===== src/rtl/cla_seq_adder_if.sv =====
// ----------------------------------------------------------------------------
// cla_seq_adder_if
//   Request/response bundle for cla_seq_adder.
//   Request  : in_valid/in_ready handshake carrying a, b, ci, sub.
//   Response : out_valid/out_ready handshake carrying sum, co, zero
//              (and ovf when CLA_SEQ_OVF_EN is defined).
//   Modports : master = issuer/consumer side, slave = adder side.
// ----------------------------------------------------------------------------
interface cla_seq_adder_if #(
    parameter int WIDTH = 32
);
    logic             in_valid;
    logic             in_ready;
    logic [WIDTH-1:0] a;
    logic [WIDTH-1:0] b;
    logic             ci;
    logic             sub;
    logic             out_valid;
    logic             out_ready;
    logic [WIDTH-1:0] sum;
    logic             co;
    logic             zero;
`ifdef CLA_SEQ_OVF_EN
    logic             ovf;

    modport master (output in_valid, a, b, ci, sub, out_ready,
                    input  in_ready, out_valid, sum, co, zero, ovf);
    modport slave  (input  in_valid, a, b, ci, sub, out_ready,
                    output in_ready, out_valid, sum, co, zero, ovf);
`else
    modport master (output in_valid, a, b, ci, sub, out_ready,
                    input  in_ready, out_valid, sum, co, zero);
    modport slave  (input  in_valid, a, b, ci, sub, out_ready,
                    output in_ready, out_valid, sum, co, zero);
`endif
endinterface


===== src/rtl/cla_seq_adder.sv =====
// ----------------------------------------------------------------------------
// cla_seq_adder
//   Multi-cycle WIDTH-bit adder/subtractor. One 8-bit carry-lookahead slice is
//   reused every cycle, LSB slice first, with the carry registered between
//   cycles. Result is presented with a valid/ready handshake.
//
//   Ports:
//     clk  - clock, rising edge
//     rst  - synchronous active-high reset
//     bus  - cla_seq_adder_if.slave
//            in_valid/in_ready, a, b, ci, sub   (request)
//            out_valid/out_ready, sum, co, zero (response)
//            ovf                                (only with CLA_SEQ_OVF_EN)
//
//   Parameters:
//     WIDTH - operand width, multiple of 8, >= 8
//     SLICE - bits per cycle, fixed at 8 (matches cla8)
//
//   Optional feature macro: CLA_SEQ_OVF_EN adds the signed-overflow flag ovf.
// ----------------------------------------------------------------------------

// 8-bit carry-lookahead slice. Every carry is formed directly as a
// sum-of-products of generate/propagate terms and cin, not rippled.
module cla8 (
    input  logic [7:0] x,
    input  logic [7:0] y,
    input  logic       cin,
    output logic [7:0] s,
    output logic       c7,    // carry into bit 7
    output logic       cout   // carry out of bit 7
);
    logic [7:0] g;
    logic [7:0] p;
    logic [8:0] c;
    logic       t;
    logic       pp;

    always_comb begin
        g    = x & y;
        p    = x ^ y;
        c    = '0;
        t    = 1'b0;
        pp   = 1'b0;
        c[0] = cin;
        for (int i = 0; i < 8; i++) begin
            // c[i+1] = g[i] | p[i]g[i-1] | p[i]p[i-1]g[i-2] | ... | p[i..0]cin
            t  = g[i];
            pp = p[i];
            for (int j = i - 1; j >= 0; j--) begin
                t  = t | (pp & g[j]);
                pp = pp & p[j];
            end
            c[i+1] = t | (pp & cin);
        end
        s    = p ^ c[7:0];
        c7   = c[7];
        cout = c[8];
    end
endmodule

module cla_seq_adder #(
    parameter int WIDTH = 32,
    parameter int SLICE = 8
) (
    input  logic           clk,
    input  logic           rst,
    cla_seq_adder_if.slave bus
);
    localparam int N  = WIDTH / SLICE;
    // At least one counter bit so WIDTH == 8 still has a legal vector.
    localparam int CW = (N > 1) ? $clog2(N) : 1;

    typedef enum logic [1:0] {IDLE, RUN, DONE} state_t;

    state_t           state_q, state_d;
    logic [CW-1:0]    cnt_q;
    logic [WIDTH-1:0] a_q;
    logic [WIDTH-1:0] b_q;      // already inverted for subtract
    logic             carry_q;
    logic [WIDTH-1:0] sum_q;
    logic             co_q;
    logic             zero_q;
`ifdef CLA_SEQ_OVF_EN
    logic             ovf_q;
`endif

    logic             in_ready_c;
    logic             out_valid_c;
    logic             last;
    logic [SLICE-1:0] a_sl;
    logic [SLICE-1:0] b_sl;
    logic [SLICE-1:0] s_sl;
    logic             c7_sl;
    logic             cout_sl;
    logic [WIDTH-1:0] sum_nx;

    assign last = (cnt_q == CW'(N - 1));

    // ---------------- FSM next-state / handshake outputs ----------------
    always_comb begin
        state_d     = state_q;
        in_ready_c  = 1'b0;
        out_valid_c = 1'b0;
        case (state_q)
            IDLE: begin
                in_ready_c = 1'b1;
                if (bus.in_valid) state_d = RUN;
            end
            RUN: begin
                if (last) state_d = DONE;
            end
            DONE: begin
                out_valid_c = 1'b1;
                if (bus.out_ready) state_d = IDLE;
            end
            default: state_d = IDLE;
        endcase
    end

    always_ff @(posedge clk) begin
        if (rst) state_q <= IDLE;
        else     state_q <= state_d;
    end

    // Not ready while reset is being applied, even though the state is IDLE.
    assign bus.in_ready  = in_ready_c & ~rst;
    assign bus.out_valid = out_valid_c;

    // ---------------- slice select / write-back ----------------
    always_comb begin
        a_sl   = '0;
        b_sl   = '0;
        sum_nx = sum_q;
        for (int k = 0; k < N; k++) begin
            if (cnt_q == CW'(k)) begin
                a_sl = a_q[k*SLICE +: SLICE];
                b_sl = b_q[k*SLICE +: SLICE];
                sum_nx[k*SLICE +: SLICE] = s_sl;
            end
        end
    end

    cla8 u_slice (
        .x    (a_sl),
        .y    (b_sl),
        .cin  (carry_q),
        .s    (s_sl),
        .c7   (c7_sl),
        .cout (cout_sl)
    );

    // ---------------- datapath registers ----------------
    always_ff @(posedge clk) begin
        if (rst) begin
            cnt_q   <= '0;
            a_q     <= '0;
            b_q     <= '0;
            carry_q <= 1'b0;
            sum_q   <= '0;
            co_q    <= 1'b0;
            zero_q  <= 1'b0;
`ifdef CLA_SEQ_OVF_EN
            ovf_q   <= 1'b0;
`endif
        end else begin
            case (state_q)
                IDLE: begin
                    if (bus.in_valid) begin
                        // Subtract is A + ~B + 1: fold the inversion and the +1
                        // into the latched operand and initial carry.
                        a_q     <= bus.a;
                        b_q     <= bus.sub ? ~bus.b : bus.b;
                        carry_q <= bus.sub | bus.ci;
                        cnt_q   <= '0;
                    end
                end
                RUN: begin
                    sum_q   <= sum_nx;
                    carry_q <= cout_sl;
                    if (last) begin
                        co_q   <= cout_sl;
                        zero_q <= (sum_nx == '0);
`ifdef CLA_SEQ_OVF_EN
                        ovf_q  <= c7_sl ^ cout_sl;
`endif
                    end else begin
                        cnt_q <= cnt_q + 1'b1;
                    end
                end
                default: ;
            endcase
        end
    end

    assign bus.sum  = sum_q;
    assign bus.co   = co_q;
    assign bus.zero = zero_q;
`ifdef CLA_SEQ_OVF_EN
    assign bus.ovf  = ovf_q;
`endif

endmodule

===== src/flat_wrapper.sv =====
// flat-port wrapper written by rule: the top's interface ports become plain ports
module cla_seq_adder_flat 
#(
    parameter int WIDTH = 32,
    parameter int SLICE = 8
)
  (clk, rst, bus_in_valid, bus_a, bus_b, bus_ci, bus_sub, bus_out_ready, bus_in_ready, bus_out_valid, bus_sum, bus_co, bus_zero);
  cla_seq_adder_if #(.WIDTH(WIDTH)) bus_i ();
  input  logic clk;
  input  logic rst;
  input wire logic [$bits(bus_i.in_valid)-1:0] bus_in_valid;
  input wire logic [$bits(bus_i.a)-1:0] bus_a;
  input wire logic [$bits(bus_i.b)-1:0] bus_b;
  input wire logic [$bits(bus_i.ci)-1:0] bus_ci;
  input wire logic [$bits(bus_i.sub)-1:0] bus_sub;
  input wire logic [$bits(bus_i.out_ready)-1:0] bus_out_ready;
  output wire logic [$bits(bus_i.in_ready)-1:0] bus_in_ready;
  output wire logic [$bits(bus_i.out_valid)-1:0] bus_out_valid;
  output wire logic [$bits(bus_i.sum)-1:0] bus_sum;
  output wire logic [$bits(bus_i.co)-1:0] bus_co;
  output wire logic [$bits(bus_i.zero)-1:0] bus_zero;
  assign bus_i.in_valid = bus_in_valid;
  assign bus_i.a = bus_a;
  assign bus_i.b = bus_b;
  assign bus_i.ci = bus_ci;
  assign bus_i.sub = bus_sub;
  assign bus_i.out_ready = bus_out_ready;
  assign bus_in_ready = bus_i.in_ready;
  assign bus_out_valid = bus_i.out_valid;
  assign bus_sum = bus_i.sum;
  assign bus_co = bus_i.co;
  assign bus_zero = bus_i.zero;
  cla_seq_adder #(.WIDTH(WIDTH), .SLICE(SLICE)) u_core (.clk(clk), .rst(rst), .bus(bus_i));
endmodule

===== config.mk =====
export PLATFORM = sky130hd
export DESIGN_NAME = cla_seq_adder_flat
export DESIGN_NICKNAME = d
export VERILOG_FILES = /design/src/rtl/cla_seq_adder_if.sv /design/src/rtl/cla_seq_adder.sv /design/src/flat_wrapper.sv
export SDC_FILE = /design/constraint.sdc
export NUM_CORES = 1
export LEC_CHECK = 0
export ABC_CLOCK_PERIOD_IN_PS = 4400
export CAP_MARGIN = 30
export CORE_MARGIN = 1.5
export CORE_UTILIZATION = 45
export CTS_CLUSTER_SIZE = 28
export DETAILED_ROUTE_END_ITERATION = 8
export PLACE_DENSITY_LB_ADDON = 0.05
export SYNTH_ARGS = -nofsm -noshare
export SYNTH_HDL_FRONTEND = slang
export SYNTH_SLANG_ARGS = --single-unit
export TNS_END_PERCENT = 20

===== constraint.sdc =====
create_clock -name clk -period 4.4 [get_ports clk]
set_clock_uncertainty 0.05 [all_clocks]
set_input_delay 0.44 -clock clk [delete_from_list [all_inputs] [get_ports clk]]
set_output_delay 0.44 -clock clk [all_outputs]
set_load 0.1 [all_outputs]

Word-level counts from Yosys, hierarchy flattened
Cells that the tools add are included.

Flip-flop bits (word level): 103. Bits in latches: 0. Bits in writable memories: 0. Bits in read-only memories: 0. Memories: 0.

$add $sub $neg: 1. $mul: 0. Divide/modulo/power cells: 0. Magnitude comparators: 0. Equality and inequality tests: 9. Shift-type cells: 0. Multiplexer cells: 24. Bitwise operators: 107. Reductions and logical operators: 9.

Operators by type and width (number): 2-to-1 mux 8 bit (12); bitwise AND 1 bit (65); OR 1 bit (37); zero test 32 bit (1); 2-to-1 mux 32 bit (1); NOT 32 bit (1); bitwise XOR 8 bit (2); 2-to-1 mux 2 bit (5); bitwise AND 8 bit (1); equality test 2 bit, second input constant (3); != test 2 bit, second input constant (3); case mux 2 bit (3 select lines) (1); AND reduction 2 bit (3); AND reduction 3 bit (2); equality test 2 x 1 -> 1 bit, second input constant (2); zero test 2 bit (2); case mux 2 bit (2 select lines) (1); 2-to-1 mux 1 bit (3); adder 2 x 1 -> 2 bit, second input constant (1); != test 2 x 1 -> 1 bit, second input constant (1); case mux 1 bit (2 select lines) (1); nonzero test 2 bit (1); NOT 1 bit (1).

Longest topological paths before layout
Depth after elaboration: 17. Depth in mapped cells: 18. Depth with buffers taken out: 17.

Cells and area by module
Synthesis repeated with hierarchy kept, for this count alone.

Cell total of the unflattened synthesis: 628. Area total of the unflattened synthesis: 5074.9 um2.

Modules (own cells, without submodules): cla_seq_adder (instances 1, cells each 581, area an instance 4703.3 um2, seq. area each 2062.0 um2); cla8 (instances 1, cells each 47, area an instance 371.6 um2, seq. area each 0.0 um2).

Worst setup path after synthesis
No wires, ideal clock.

Path kind: in2out. Start point: input port rst. End point: output port bus_in_ready. Arrival time: 3.001 ns. Required time: 3.910 ns. Setup slack: 0.909 ns. Cell stages on the path: 4. Path buffers: 3. Cells stage by stage: clkbuf_1 > clkbuf_1 > clkbuf_1 > nor3_1.

Word-level cells in the longest chain between the ends: 2.

RTL lines: start: declaration (RTL line flat_wrapper.sv:10) `input logic rst;`; NOT 1 bit (RTL line cla_seq_adder.sv:126) `assign bus.in_ready = in_ready_c & ~rst;`; bitwise AND 1 bit (RTL line cla_seq_adder.sv:126); end: declaration (RTL line flat_wrapper.sv:17) `output wire logic [$bits(bus_i.in_ready)-1:0] bus_in_ready;`.

Every way passes these cells.

Worst setup path in the final report
Start point: register u_core.cnt_q[0]. End point: register u_core.zero_q (netlist: u_core.bus.zero).

Word-level cells in the longest chain between the ends: 17. Elaborated cells between the ends (all ways): 98.

RTL lines: start: declaration (RTL line cla_seq_adder.sv:76) `logic [CW-1:0] cnt_q;`; start signal: assignment (RTL line cla_seq_adder.sv:187) `cnt_q <= cnt_q + 1'b1;`; zero test 2 bit (RTL line cla_seq_adder.sv:135) `if (cnt_q == CW'(k)) begin`; 2-to-1 mux 8 bit (4 in a row) (RTL line cla_seq_adder.sv:135); bitwise XOR 8 bit or bitwise AND 8 bit (tied branches) (RTL line cla_seq_adder.sv:40, cla_seq_adder.sv:39); bitwise AND 1 bit, on equally long branches (RTL line cla_seq_adder.sv:50, cla_seq_adder.sv:51); OR 1 bit, or another cell as far along (5 in a row) (RTL line cla_seq_adder.sv:50) `t = t | (pp & g[j]);`; OR 1 bit or bitwise AND 1 bit (tied branches) (RTL line cla_seq_adder.sv:50, cla_seq_adder.sv:53); OR 1 bit (RTL line cla_seq_adder.sv:53) `c[i+1] = t | (pp & cin);`; bitwise XOR 8 bit (RTL line cla_seq_adder.sv:55) `s = p ^ c[7:0];`; 2-to-1 mux 8 bit (RTL line cla_seq_adder.sv:135); zero test 32 bit (RTL line cla_seq_adder.sv:182) `zero_q <= (sum_nx == '0);`; end signal: assignment (RTL line cla_seq_adder.sv:182); end: declaration (RTL line cla_seq_adder.sv:82) `logic zero_q;`.

Parallel ways exist; a longest one is shown, timed or not. A chain may end at the register's enable or synchronous reset.

==> flow_summary.ini <==
[cts]
cts_setup_buffers = 0
cts_made_buffers = 9
clockRootBuffer = clkbuf_16
cts.repair.resized = 0
ctsHoldBuffers = 0
clock-sinks = 103
clockBufferDepth = 2
cts_max_level = 3
cts_tree = yes
clock_latency_ns = 0.35
clk_pin_slew_worst_paths_ns = 0.07

[status]
outcome = finished, final reports clean

[synth]
synth_edf_count = 0
synth_nets = 774
ys_types = 54
ys_seq_area_share_pct = 39.9
syn_inst = 690
syn-cell-area_um2 = 5170
synthArstFlopShare_pct = 0
syn_area_per_cell_um2 = 7.50
synthFlopType = dfxtp_1
synth_seq_cells = 103
yosys_warnings = 0

[timing]
setup-tns-final_ns = 0
hold_viol = 0
final_max_slew_viol_count = 0
fin_crit_sh_pct = 87.5
grt_setup_unrepaired = no
hold_slack_ns = 0.401
layout_min_cycle_time_ns = 3.85
setup_viol = 0
fin_ws_ns = 0.551
fmax_ghz = 0.260
tightest_slew_ns = 0.980
slew_headroom_pct = 34.5

[grt]
antenna_found_initial = 0
grt.total_usage_pct = 23.8
grt_max_degree = 104
overflow = 0
grt_pass1_vias = 4530
grt_first_pass_wirelength_um = 22100

[floorplan]
fp-row-count = 38
ios = 106
die-width_um = 110
die_area_um2 = 12100
core_area_um2 = 11000
initial_core_util_pct = 46.9
die_y_um = 110

[pwr]
power.share.clock_pct = 35.1
ir_drop_mv = 0.398
power_density_nw_per_um2 = 365
swShare_pct = 29.6
power_leakage_nw = 2.39
p_seq_share_pct = 42.5
p_int_w = 0.00170
power_switching_w = 0.000714
power_w = 0.00241
combinationalPowerShare_pct = 22.4

[routing]
initialDrtViolationCount = 227
antenna_left = 0
wirelength_um = 13900
dr.pass1.iters = 5
post-route-drc-count = 0
routedWlPerCell_um = 15.3
viasPerCell = 5.40
via_count = 4905

[final_layout]
finalNonFillerCells = 909
syn_to_final_growth_pct = 27.8
drive_gt1_share_pct = 5.33
diodes = 0
nNetsFinal = 848

[setup_path]
criticalPathCategory = register to register
end_kind = register
arrival_ns = 4.07
worstPathRequired_ns = 4.62
critical_path.max_fanout = 14
cp-start-kind = register

[run]
cap_violations = 0

[placed_design]
dp.cells = 892
port_buffers = 105
post-place-ws_ns = 0.382
dp.final_hpwl_um = 10200
gp_congestion = 0.895

[hold_path]
hold_class = register to register
-- layout make-up --
cell class	count	area, µm²
fillers	1051	4420
multi-input cells	526	2890
flip-flops and latches	103	2060
repair buffers	116	1140
clock buffers	11	233
well taps	140	175
clock inverters	5	81.3
inverters	8	30.0
-- Yosys cell counts (5+ instances only) --
cell	count	share of area, %
a211oi_1	39	5.7
a21oi_1	103	10
and2_1	5	0.60
clkbuf_1	49	3.6
dfxtp_1	103	40
ha_1	13	3.1
inv_1	8	0.58
nand2_1	162	12
nor2_1	87	6.3
nor3_1	6	0.58
o21ai_0	17	1.6
xnor2_1	35	5.9
-- cells in the final DEF (no fill, tap or decap), types with 4 or more instances in the layout --
cell type,instances
ha_1,12
nor4_1,4
clkdlybuf4s50_1,103
nand2_1,162
buf_4,10
o21ai_0,17
and2_1,5
dfxtp_1,103
nor2_1,86
a21oi_1,103
nand2b_1,4
nor3_1,6
clkbuf_16,9
xnor2_1,35
a211oi_1,39
inv_1,8
-- flip-flops by register name, indices dropped and copies added, names as in the netlist --
register and cells:
u_core.carry_q 1, u_core.cnt_q 2, u_core.state_q 2, u_core.a_q 32, u_core.bus.zero 1, u_core.b_q 32, u_core.bus.co 1, u_core.bus.sum 32
-- routing by layer --
layer  up-vias  share of wire, %  global-route usage [%]
li1       2487                 -                       -
met1      2250                45                    29.7
met2       144                48                    40.3
met3        24               5.0                    5.11
met4         0               2.1                    8.52
met5         -                 0                       0
-- power groups by stage --
stage / Clock (W) / Combinational (W) / Sequential (W)
global placement: 0 / 0.000527 / 0.00104
floorplan: 0 / 0.000313 / 0.00109
finish: 0.000847 / 0.000539 / 0.00102
CTS: 0.000866 / 0.000537 / 0.00102
detailed placement: 0 / 0.000535 / 0.00105
global route: 0.000903 / 0.000591 / 0.00103
-- per-stage QoR --
step | cell area [µm²] | util [%]
floorplan | 5170 | -
global placement | 6270 | 56.8
detailed placement | 6270 | 56.8
CTS | 6580 | 59.7
global route | 6610 | 59.9
finish | 6610 | 59.9
-- final timing paths --
check | end | slack [ns] | cells after the start | from
worst min register to register | u_core.bus.sum[27] | 0.40 | 2 | u_core.bus.sum[27]
worst max-delay path | u_core.bus.zero | 0.55 | 17 | u_core.cnt_q[0]
worst min-delay path | u_core.bus.sum[27] | 0.40 | 2 | u_core.bus.sum[27]
worst max register to register | u_core.bus.zero | 0.55 | 17 | u_core.cnt_q[0]
-- cells by family after synthesis --
group	Yosys count	synth area share (%)
AOI/OAI and AO/OA	189	23.0
xor gates and xnor gates	35	5.92
muxes	1	0.218
DFF	103	39.9
buffers and inverters	61	4.52
adders and majority gates	14	3.53
and+or+nand+nor	287	23.0
-- worst max-delay path, cell delays in order, from the launching register on --
cell and delay, ns:
dfxtp_1 0.40, inv_1 0.09, ha_1 0.35, buf_4 0.24, nand2_1 0.09, nor2_1 0.04
a21oi_1 0.16, nor2_1 0.06, a21oi_1 0.17, o21ai_0 0.11, ha_1 0.39, nand3_1 0.13
o22ai_4 0.27, o31a_1 0.26, a32oi_1 0.11, a2111oi_0 0.44, nand4_1 0.17, a211oi_2 0.23
No activity file was read; power rests on OpenSTA's default activity.
